`src/rtl/data_mem_arbiter_pkg.sv`:
```
// rtl/data_mem_arbiter_pkg.sv - shared types, constants and byte-lane merge for the data memory arbiter
package data_mem_arb_pkg;

   typedef enum logic {
      IDLE   = 1'b0,
      RMW_WR = 1'b1
   } arb_state_e;

   localparam int         PORT_CORE = 0;
   localparam int         PORT_DMA  = 1;
   localparam logic [3:0] BE_FULL   = 4'hF;

   // Lanes with their enable set come from the new data, the rest keep the old word.
   function automatic logic [31:0] merge_bytes(input logic [31:0] old_word,
                                               input logic [31:0] new_word,
                                               input logic [3:0]  byte_en);
      logic [31:0] merged;
      merged = old_word;
      for (int k = 0; k < 4; k++) begin
         if (byte_en[k]) begin
            merged[8*k +: 8] = new_word[8*k +: 8];
         end
      end
      return merged;
   endfunction

endpackage

```
`src/rtl/data_mem_arbiter_if.sv`:
```
// rtl/data_mem_arbiter_if.sv - requester handshake, response and DataMemory signals of the arbiter
interface data_mem_arbiter_if #(
   parameter int AW = 32
);
   logic [1:0]         i_Req_Valid;
   logic [1:0]         o_Req_Ready;
   logic [1:0]         i_Req_wEnable;
   logic [1:0][AW-1:0] i_Req_Addr;
   logic [1:0][3:0]    i_Req_ByteEn;
   logic [1:0][31:0]   i_Req_wData;
   logic [1:0]         o_Rsp_Valid;
   logic [31:0]        o_Rsp_rData;
   logic               o_Rsp_Err;
   logic               o_Mem_wEnable;
   logic [31:0]        o_Mem_Addr;
   logic [31:0]        o_Mem_wData;
   logic [31:0]        i_Mem_rData;

   modport slave (
      input  i_Req_Valid, i_Req_wEnable, i_Req_Addr, i_Req_ByteEn, i_Req_wData, i_Mem_rData,
      output o_Req_Ready, o_Rsp_Valid, o_Rsp_rData, o_Rsp_Err, o_Mem_wEnable, o_Mem_Addr, o_Mem_wData
   );

   modport master (
      output i_Req_Valid, i_Req_wEnable, i_Req_Addr, i_Req_ByteEn, i_Req_wData, i_Mem_rData,
      input  o_Req_Ready, o_Rsp_Valid, o_Rsp_rData, o_Rsp_Err, o_Mem_wEnable, o_Mem_Addr, o_Mem_wData
   );
endinterface

```
`src/rtl/data_mem_arbiter_rr_arbiter_2.sv`:
```
// rtl/data_mem_arbiter_rr_arbiter_2.sv - two-requester round-robin grant, one-hot output
module rr_arbiter_2 (
   input  logic [1:0] req_i,
   input  logic       last_grant_i,
   input  logic       en_i,
   output logic [1:0] grant_o
);

   always_comb begin
      grant_o = 2'b00;
      if (en_i) begin
         case (req_i)
            2'b01:   grant_o = 2'b01;
            2'b10:   grant_o = 2'b10;
            // On a tie the port that did not win last time goes first.
            2'b11:   grant_o = last_grant_i ? 2'b01 : 2'b10;
            default: grant_o = 2'b00;
         endcase
      end
   end

endmodule

```
`src/rtl/data_mem_arbiter.sv`:
```
// rtl/data_mem_arbiter.sv - shares one word-wide DataMemory between core LSU and DMA/debug port,
// adding byte-enable stores through a two-cycle read-modify-write.
module data_mem_arbiter
   import data_mem_arb_pkg::*;
#(
   parameter int MEM_WORDS = 64,
   parameter int AW        = 32
) (
   input  logic              i_Clk,
   input  logic              i_Reset,
   data_mem_arbiter_if.slave bus
);

   localparam logic [AW-3:0] MEM_LIMIT = (AW-2)'(MEM_WORDS);

   arb_state_e    state_q, state_d;
   logic          last_grant_q, last_grant_d;
   logic [31:0]   cap_addr_q, cap_addr_d;
   logic [3:0]    cap_be_q, cap_be_d;
   logic [31:0]   cap_wdata_q, cap_wdata_d;
   logic [31:0]   cap_old_q, cap_old_d;
   logic          cap_port_q, cap_port_d;
   logic [1:0]    rsp_valid_q, rsp_valid_d;
   logic [31:0]   rsp_rdata_q, rsp_rdata_d;
   logic          rsp_err_q, rsp_err_d;

   logic [1:0]    grant;
   logic          accept;
   logic          sel_port;
   logic          sel_we;
   logic [AW-3:0] sel_word;
   logic [3:0]    sel_be;
   logic [31:0]   sel_wdata;
   logic          sel_in_range;
   logic [31:0]   sel_mem_addr;
   logic          mem_we;
   logic [31:0]   mem_addr;
   logic [31:0]   mem_wdata;

   rr_arbiter_2 u_rr_arbiter (
      .req_i        (bus.i_Req_Valid),
      .last_grant_i (last_grant_q),
      .en_i         (state_q == IDLE),
      .grant_o      (grant)
   );

   assign accept       = |grant;
   assign sel_port     = grant[PORT_DMA];
   assign sel_we       = bus.i_Req_wEnable[sel_port];
   assign sel_word     = bus.i_Req_Addr[sel_port][AW-1:2];
   assign sel_be       = bus.i_Req_ByteEn[sel_port];
   assign sel_wdata    = bus.i_Req_wData[sel_port];
   assign sel_in_range = sel_word < MEM_LIMIT;
   assign sel_mem_addr = 32'({2'b00, sel_word});

   always_comb begin
      state_d      = state_q;
      last_grant_d = last_grant_q;
      cap_addr_d   = cap_addr_q;
      cap_be_d     = cap_be_q;
      cap_wdata_d  = cap_wdata_q;
      cap_old_d    = cap_old_q;
      cap_port_d   = cap_port_q;
      rsp_valid_d  = 2'b00;
      rsp_rdata_d  = 32'h0;
      rsp_err_d    = 1'b0;
      mem_we       = 1'b0;
      mem_addr     = 32'h0;
      mem_wdata    = 32'h0;

      case (state_q)
         IDLE: begin
            if (accept) begin
               last_grant_d = sel_port;
               rsp_valid_d  = grant;
               if (!sel_in_range) begin
                  rsp_err_d = 1'b1;
               end else begin
                  mem_addr = sel_mem_addr;
                  if (!sel_we) begin
                     rsp_rdata_d = bus.i_Mem_rData;
                  end else if (sel_be == BE_FULL) begin
                     mem_we    = 1'b1;
                     mem_wdata = sel_wdata;
                  end else if (sel_be != 4'h0) begin
                     // Partial store: hold the old word now, write the merge next cycle.
                     rsp_valid_d = 2'b00;
                     cap_addr_d  = sel_mem_addr;
                     cap_be_d    = sel_be;
                     cap_wdata_d = sel_wdata;
                     cap_old_d   = bus.i_Mem_rData;
                     cap_port_d  = sel_port;
                     state_d     = RMW_WR;
                  end
               end
            end
         end
         RMW_WR: begin
            mem_we      = 1'b1;
            mem_addr    = cap_addr_q;
            mem_wdata   = merge_bytes(cap_old_q, cap_wdata_q, cap_be_q);
            rsp_valid_d = cap_port_q ? 2'(1 << PORT_DMA) : 2'(1 << PORT_CORE);
            state_d     = IDLE;
         end
         default: state_d = IDLE;
      endcase
   end

   always_ff @(posedge i_Clk or negedge i_Reset) begin
      if (!i_Reset) begin
         state_q      <= IDLE;
         last_grant_q <= 1'b1;
         cap_addr_q   <= 32'h0;
         cap_be_q     <= 4'h0;
         cap_wdata_q  <= 32'h0;
         cap_old_q    <= 32'h0;
         cap_port_q   <= 1'b0;
         rsp_valid_q  <= 2'b00;
         rsp_rdata_q  <= 32'h0;
         rsp_err_q    <= 1'b0;
      end else begin
         state_q      <= state_d;
         last_grant_q <= last_grant_d;
         cap_addr_q   <= cap_addr_d;
         cap_be_q     <= cap_be_d;
         cap_wdata_q  <= cap_wdata_d;
         cap_old_q    <= cap_old_d;
         cap_port_q   <= cap_port_d;
         rsp_valid_q  <= rsp_valid_d;
         rsp_rdata_q  <= rsp_rdata_d;
         rsp_err_q    <= rsp_err_d;
      end
   end

   assign bus.o_Req_Ready   = grant;
   assign bus.o_Rsp_Valid   = rsp_valid_q;
   assign bus.o_Rsp_rData   = rsp_rdata_q;
   assign bus.o_Rsp_Err     = rsp_err_q;
   // Reset kills an in-flight RMW write immediately, not at the next edge.
   assign bus.o_Mem_wEnable = mem_we & i_Reset;
   assign bus.o_Mem_Addr    = mem_addr;
   assign bus.o_Mem_wData   = mem_wdata;

endmodule

```
`src/flat_wrapper.sv`:
```
// flat-port wrapper written by rule: the top's interface ports become plain ports
module data_mem_arbiter_flat import data_mem_arb_pkg::*;
#(
   parameter int MEM_WORDS = 64,
   parameter int AW        = 32
)
  (i_Clk, i_Reset, bus_i_Req_Valid, bus_i_Req_wEnable, bus_i_Req_Addr, bus_i_Req_ByteEn, bus_i_Req_wData, bus_i_Mem_rData, bus_o_Req_Ready, bus_o_Rsp_Valid, bus_o_Rsp_rData, bus_o_Rsp_Err, bus_o_Mem_wEnable, bus_o_Mem_Addr, bus_o_Mem_wData);
  data_mem_arbiter_if #(.AW(AW)) bus_i ();
  input  logic i_Clk;
  input  logic i_Reset;
  input wire logic [$bits(bus_i.i_Req_Valid)-1:0] bus_i_Req_Valid;
  input wire logic [$bits(bus_i.i_Req_wEnable)-1:0] bus_i_Req_wEnable;
  input wire logic [$bits(bus_i.i_Req_Addr)-1:0] bus_i_Req_Addr;
  input wire logic [$bits(bus_i.i_Req_ByteEn)-1:0] bus_i_Req_ByteEn;
  input wire logic [$bits(bus_i.i_Req_wData)-1:0] bus_i_Req_wData;
  input wire logic [$bits(bus_i.i_Mem_rData)-1:0] bus_i_Mem_rData;
  output wire logic [$bits(bus_i.o_Req_Ready)-1:0] bus_o_Req_Ready;
  output wire logic [$bits(bus_i.o_Rsp_Valid)-1:0] bus_o_Rsp_Valid;
  output wire logic [$bits(bus_i.o_Rsp_rData)-1:0] bus_o_Rsp_rData;
  output wire logic [$bits(bus_i.o_Rsp_Err)-1:0] bus_o_Rsp_Err;
  output wire logic [$bits(bus_i.o_Mem_wEnable)-1:0] bus_o_Mem_wEnable;
  output wire logic [$bits(bus_i.o_Mem_Addr)-1:0] bus_o_Mem_Addr;
  output wire logic [$bits(bus_i.o_Mem_wData)-1:0] bus_o_Mem_wData;
  assign bus_i.i_Req_Valid = bus_i_Req_Valid;
  assign bus_i.i_Req_wEnable = bus_i_Req_wEnable;
  assign bus_i.i_Req_Addr = bus_i_Req_Addr;
  assign bus_i.i_Req_ByteEn = bus_i_Req_ByteEn;
  assign bus_i.i_Req_wData = bus_i_Req_wData;
  assign bus_i.i_Mem_rData = bus_i_Mem_rData;
  assign bus_o_Req_Ready = bus_i.o_Req_Ready;
  assign bus_o_Rsp_Valid = bus_i.o_Rsp_Valid;
  assign bus_o_Rsp_rData = bus_i.o_Rsp_rData;
  assign bus_o_Rsp_Err = bus_i.o_Rsp_Err;
  assign bus_o_Mem_wEnable = bus_i.o_Mem_wEnable;
  assign bus_o_Mem_Addr = bus_i.o_Mem_Addr;
  assign bus_o_Mem_wData = bus_i.o_Mem_wData;
  data_mem_arbiter #(.MEM_WORDS(MEM_WORDS), .AW(AW)) u_core (.i_Clk(i_Clk), .i_Reset(i_Reset), .bus(bus_i));
endmodule
```
`config.mk`:
```
export PLATFORM = sky130hd
export DESIGN_NAME = data_mem_arbiter_flat
export DESIGN_NICKNAME = d
export VERILOG_FILES = /design/src/rtl/data_mem_arbiter_pkg.sv /design/src/rtl/data_mem_arbiter_if.sv /design/src/rtl/data_mem_arbiter_rr_arbiter_2.sv /design/src/rtl/data_mem_arbiter.sv /design/src/flat_wrapper.sv
export SDC_FILE = /design/constraint.sdc
export NUM_CORES = 1
export LEC_CHECK = 0
export BUFFER_PORTS_ARGS = -buffer_cell sky130_fd_sc_hd__buf_2
export CAP_MARGIN = 10
export CELL_PAD_IN_SITES_DETAIL_PLACEMENT = 1
export CELL_PAD_IN_SITES_GLOBAL_PLACEMENT = 1
export CORE_MARGIN = 3
export CORE_UTILIZATION = 36
export DETAILED_ROUTE_END_ITERATION = 8
export GPL_ROUTABILITY_DRIVEN = 1
export PLACE_DENSITY_LB_ADDON = 0.2
export SLEW_MARGIN = 25
export SYNTH_ARGS = -nofsm -noshare
export SYNTH_HDL_FRONTEND = slang
export SYNTH_SLANG_ARGS = --single-unit
```
`constraint.sdc`:
```
create_clock -name i_Clk -period 3.45 [get_ports i_Clk]
set_clock_uncertainty 0.15 [all_clocks]
set_input_delay 0.345 -clock i_Clk [delete_from_list [all_inputs] [get_ports i_Clk]]
set_output_delay 0.345 -clock i_Clk [all_outputs]
set_load 0.01 [all_outputs]
```
==> flow_summary_export.csv <==
group,metric,value,unit
run_status,status,"finished clean",
setup_path,rrSetupSlack,0.54,ns
clock_network,cts_sinks,136,
die,die-height,138.9,um
timing,max_slew_margin,48.56,%
logic_synthesis,ys_seq_elements,136,
drt,vias,5188,
layout,drive_gt1_share,42.22,%
clock_network,cts_tree,"built",
die,start_util,37.51,%
setup_path,critPathKind,"reg -> out",
timing,fin_crit_sh,96.46,%
setup_path,end_kind,"primary output",
layout,nets,999,
clock_network,clock_path_buffers,2,
drt,post_drt_wl_per_cell,17.52,um
setup_path,worst-endpoint-arrival,2.83,ns
timing,hold_viol,0,
logic_synthesis,synth_seq_area_share,53.58,%
grt,grt_pass1_wl,29950,um
drt,wl,18500,um
clock_network,clock_latency,0.41,ns
pwr,p_leak,4.678,nW
layout,multiInputGateArea,2620,sq um
layout,ff_latch_area,3405,sq um
timing,finalSetupTns,0,ns
place,gp_congestion,0.8214,
timing,max_freq,0.3005,GHz
timing,layout_setup_ws,0.1222,ns
grt,antenna_found_initial,0,
die,dieWidth,138.9,um
grt,grt_pass1_vias,5769,
grt,overflow,0,
clock_network,cts_made_buffers,17,
logic_synthesis,netlist_instances,536,
logic_synthesis,synth_cell_types,34,
place,pre_cts_ws,0.3203,ns
grt,grt_max_degree,137,
setup_path,required,2.95,ns
pwr,power,3.533,mW
layout,utilization,51.35,%
layout,area_growth,36.88,%
die,die_area,19280,sq um
place,dpl.hpwl,13480,um
drt,drt-initial-drc-count,157,
timing,tightest_slew,0.7717,ns
drt,firstDrtPassIters,4,
clock_network,path_clk_slew,0.06,ns
timing,setup_viol,0,
layout,fillers,1911,
setup_path,cp-start-kind,"flop",
drt,routed_via_density,4.913,
timing,drv_slew,0,
die,fp.coreArea,16940,sq um
job,max_cap_viol_count,0,
place,port-buffer-count,269,
logic_synthesis,yosys_warnings,0,
pwr,peakVddDrop,0.3221,mV
grt,grt_use_total,19.29,%
min_path,hold_class,"in -> reg",
timing,min_period,3.328,ns
die,ios,276,
layout,antennaDiodeCount,0,
timing,rsz0062_at_grt,"false",
clock_network,cts_max_level,4,
setup_path,crit_fanout,29,
drt,ant_nets,0,
logic_synthesis,syn_avg_cell_area,11.85,sq um
drt,drc_errors,0,
die,row_count,47,
clock_network,cts-root-buf,"clkbuf_16",
logic_synthesis,syn-cell-area,6354,sq um
pwr,powerDensity,406.2,nW/um^2
==> worst max-delay path, cell delays in order, from the launching register on <==
cell and delay [ns]:
dfstp_2 0.56, a21o_2 0.15, inv_1 0.05, or4_1 0.55, a221o_1 0.48, buf_12 0.23, a21boi_0 0.20, buf_2 0.17
==> per-layer routing <==
metal / vias to the layer above / GRT usage (%) / part of all wire, %
met5: - / 0 / 0
li1: 2432 / - / -
met4: 0 / 6.849 / 1.9
met3: 25 / 5.310 / 6.4
met1: 2566 / 24.19 / 43
met2: 165 / 32.11 / 49
==> power by group <==
group	internal, mW	total (mW)	switching [mW]
logic	0.137	0.285	0.148
registers	1.60	1.60	0.00245
clock network	0.994	1.64	0.649
==> area by class of cell <==
cell class              instances  area share (%)
clock buffers                  21           5.179
repair buffers                305           19.67
multi-input cells             323           30.13
well taps                     220           3.165
inverters                      42           1.813
flip-flops and latches        136           39.15
clock inverters                 9          0.9063
==> timing repair <==
| item | CTS | global route |
|---|---|---|
| buffers inserted | 0 | 0 |
| endpoints found under the hold margin | 154 | 0 |
| resized for setup | 0 | 0 |
| hold buffers | 20 | 0 |
==> cell families (layout without fill, tap and decap cells) <==
group / Yosys count / after routing / share of synthesized area [%]
compound gates: 55 / 55 / 5.789
buf+inv: 78 / 377 / 5.494
simple gates: 120 / 120 / 11.34
flops: 136 / 136 / 53.58
other cells: 1 / 2 / 0.05902
mux: 146 / 146 / 23.73
==> cells in the final DEF (no fill, tap or decap), types with 14 or more instances in the layout <==
cell,synthesis,routed
mux2i_1,109,109
o22ai_1,39,39
buf_2,3,268
dlygate4sd3_1,0,20
mux2_2,37,37
nand2_1,14,14
nor2b_1,24,24
dfrtp_1,135,135
and2_1,56,56
clkbuf_16,0,17
inv_1,41,41
==> per-stage QoR <==
step	instance area, sq um	hold WS [ns]	std cells
finish	8697	0.01409	1056
CTS	8697	0.0005455	1056
floorplan	6357	-0.1006	537
detailed placement	7968	0.3299	1006
global placement	7968	0.3258	1006
global route	8697	0.006899	1056
==> Yosys cell counts, drive strengths merged <==
| cell type | instances | share of area [%] |
|---|---|---|
| nor3 | 1 | 0.079 |
| o22ai | 39 | 3.8 |
| dfstp | 1 | 0.41 |
| nand3 | 2 | 0.16 |
| nor4 | 11 | 1.1 |
| nor2 | 2 | 0.12 |
| nand4 | 2 | 0.20 |
| and4 | 4 | 0.55 |
| a22o | 1 | 0.14 |
| a21boi | 1 | 0.12 |
| dfrtp | 135 | 53 |
| a21oi | 1 | 0.079 |
| a221o | 1 | 0.16 |
| clkbuf | 16 | 0.95 |
| inv | 41 | 2.4 |
| or4 | 3 | 0.35 |
| mux2i | 109 | 17 |
| a211oi | 3 | 0.51 |
| a21o | 3 | 0.35 |
| conb | 1 | 0.059 |
| mux2 | 37 | 6.6 |
| o21ai | 4 | 0.31 |
| clkinv | 1 | 0.059 |
| nor2b | 24 | 2.4 |
| and2 | 56 | 5.5 |
| nand2 | 14 | 0.83 |
| buf | 20 | 2.1 |
| nand2b | 1 | 0.099 |
| o41ai | 2 | 0.28 |
==> state kept, by name (all words and copies together), names as in the netlist <==
name / cells
u_core.cap_addr_q: 30
u_core.bus.o_Rsp_Err: 1
u_core.cap_be_q: 4
u_core.cap_old_q: 32
u_core.cap_port_q: 1
u_core.bus.o_Rsp_Valid: 2
u_core.last_grant_q: 1
u_core.cap_wdata_q: 32
u_core.bus.o_Rsp_rData: 32
u_core.state_q: 1
==> worst paths after layout <==
path                                       startpoint                         end  cells past startpoint
worst max-delay path              u_core.last_grant_q           bus_o_Mem_wEnable                      7
worst min-delay path              bus_i_Mem_rData[17]  u_core.bus.o_Rsp_rData[17]                      2
worst max register to register    u_core.last_grant_q        u_core.cap_old_q[17]                      7
worst min register to register  u_core.cap_addr_q[10]       u_core.cap_addr_q[10]                      1
max in group asynchronous                     i_Reset          u_core.cap_be_q[0]                      3
min in group asynchronous                     i_Reset       u_core.cap_wdata_q[0]                      3
(Power assumes the default switching activity.)
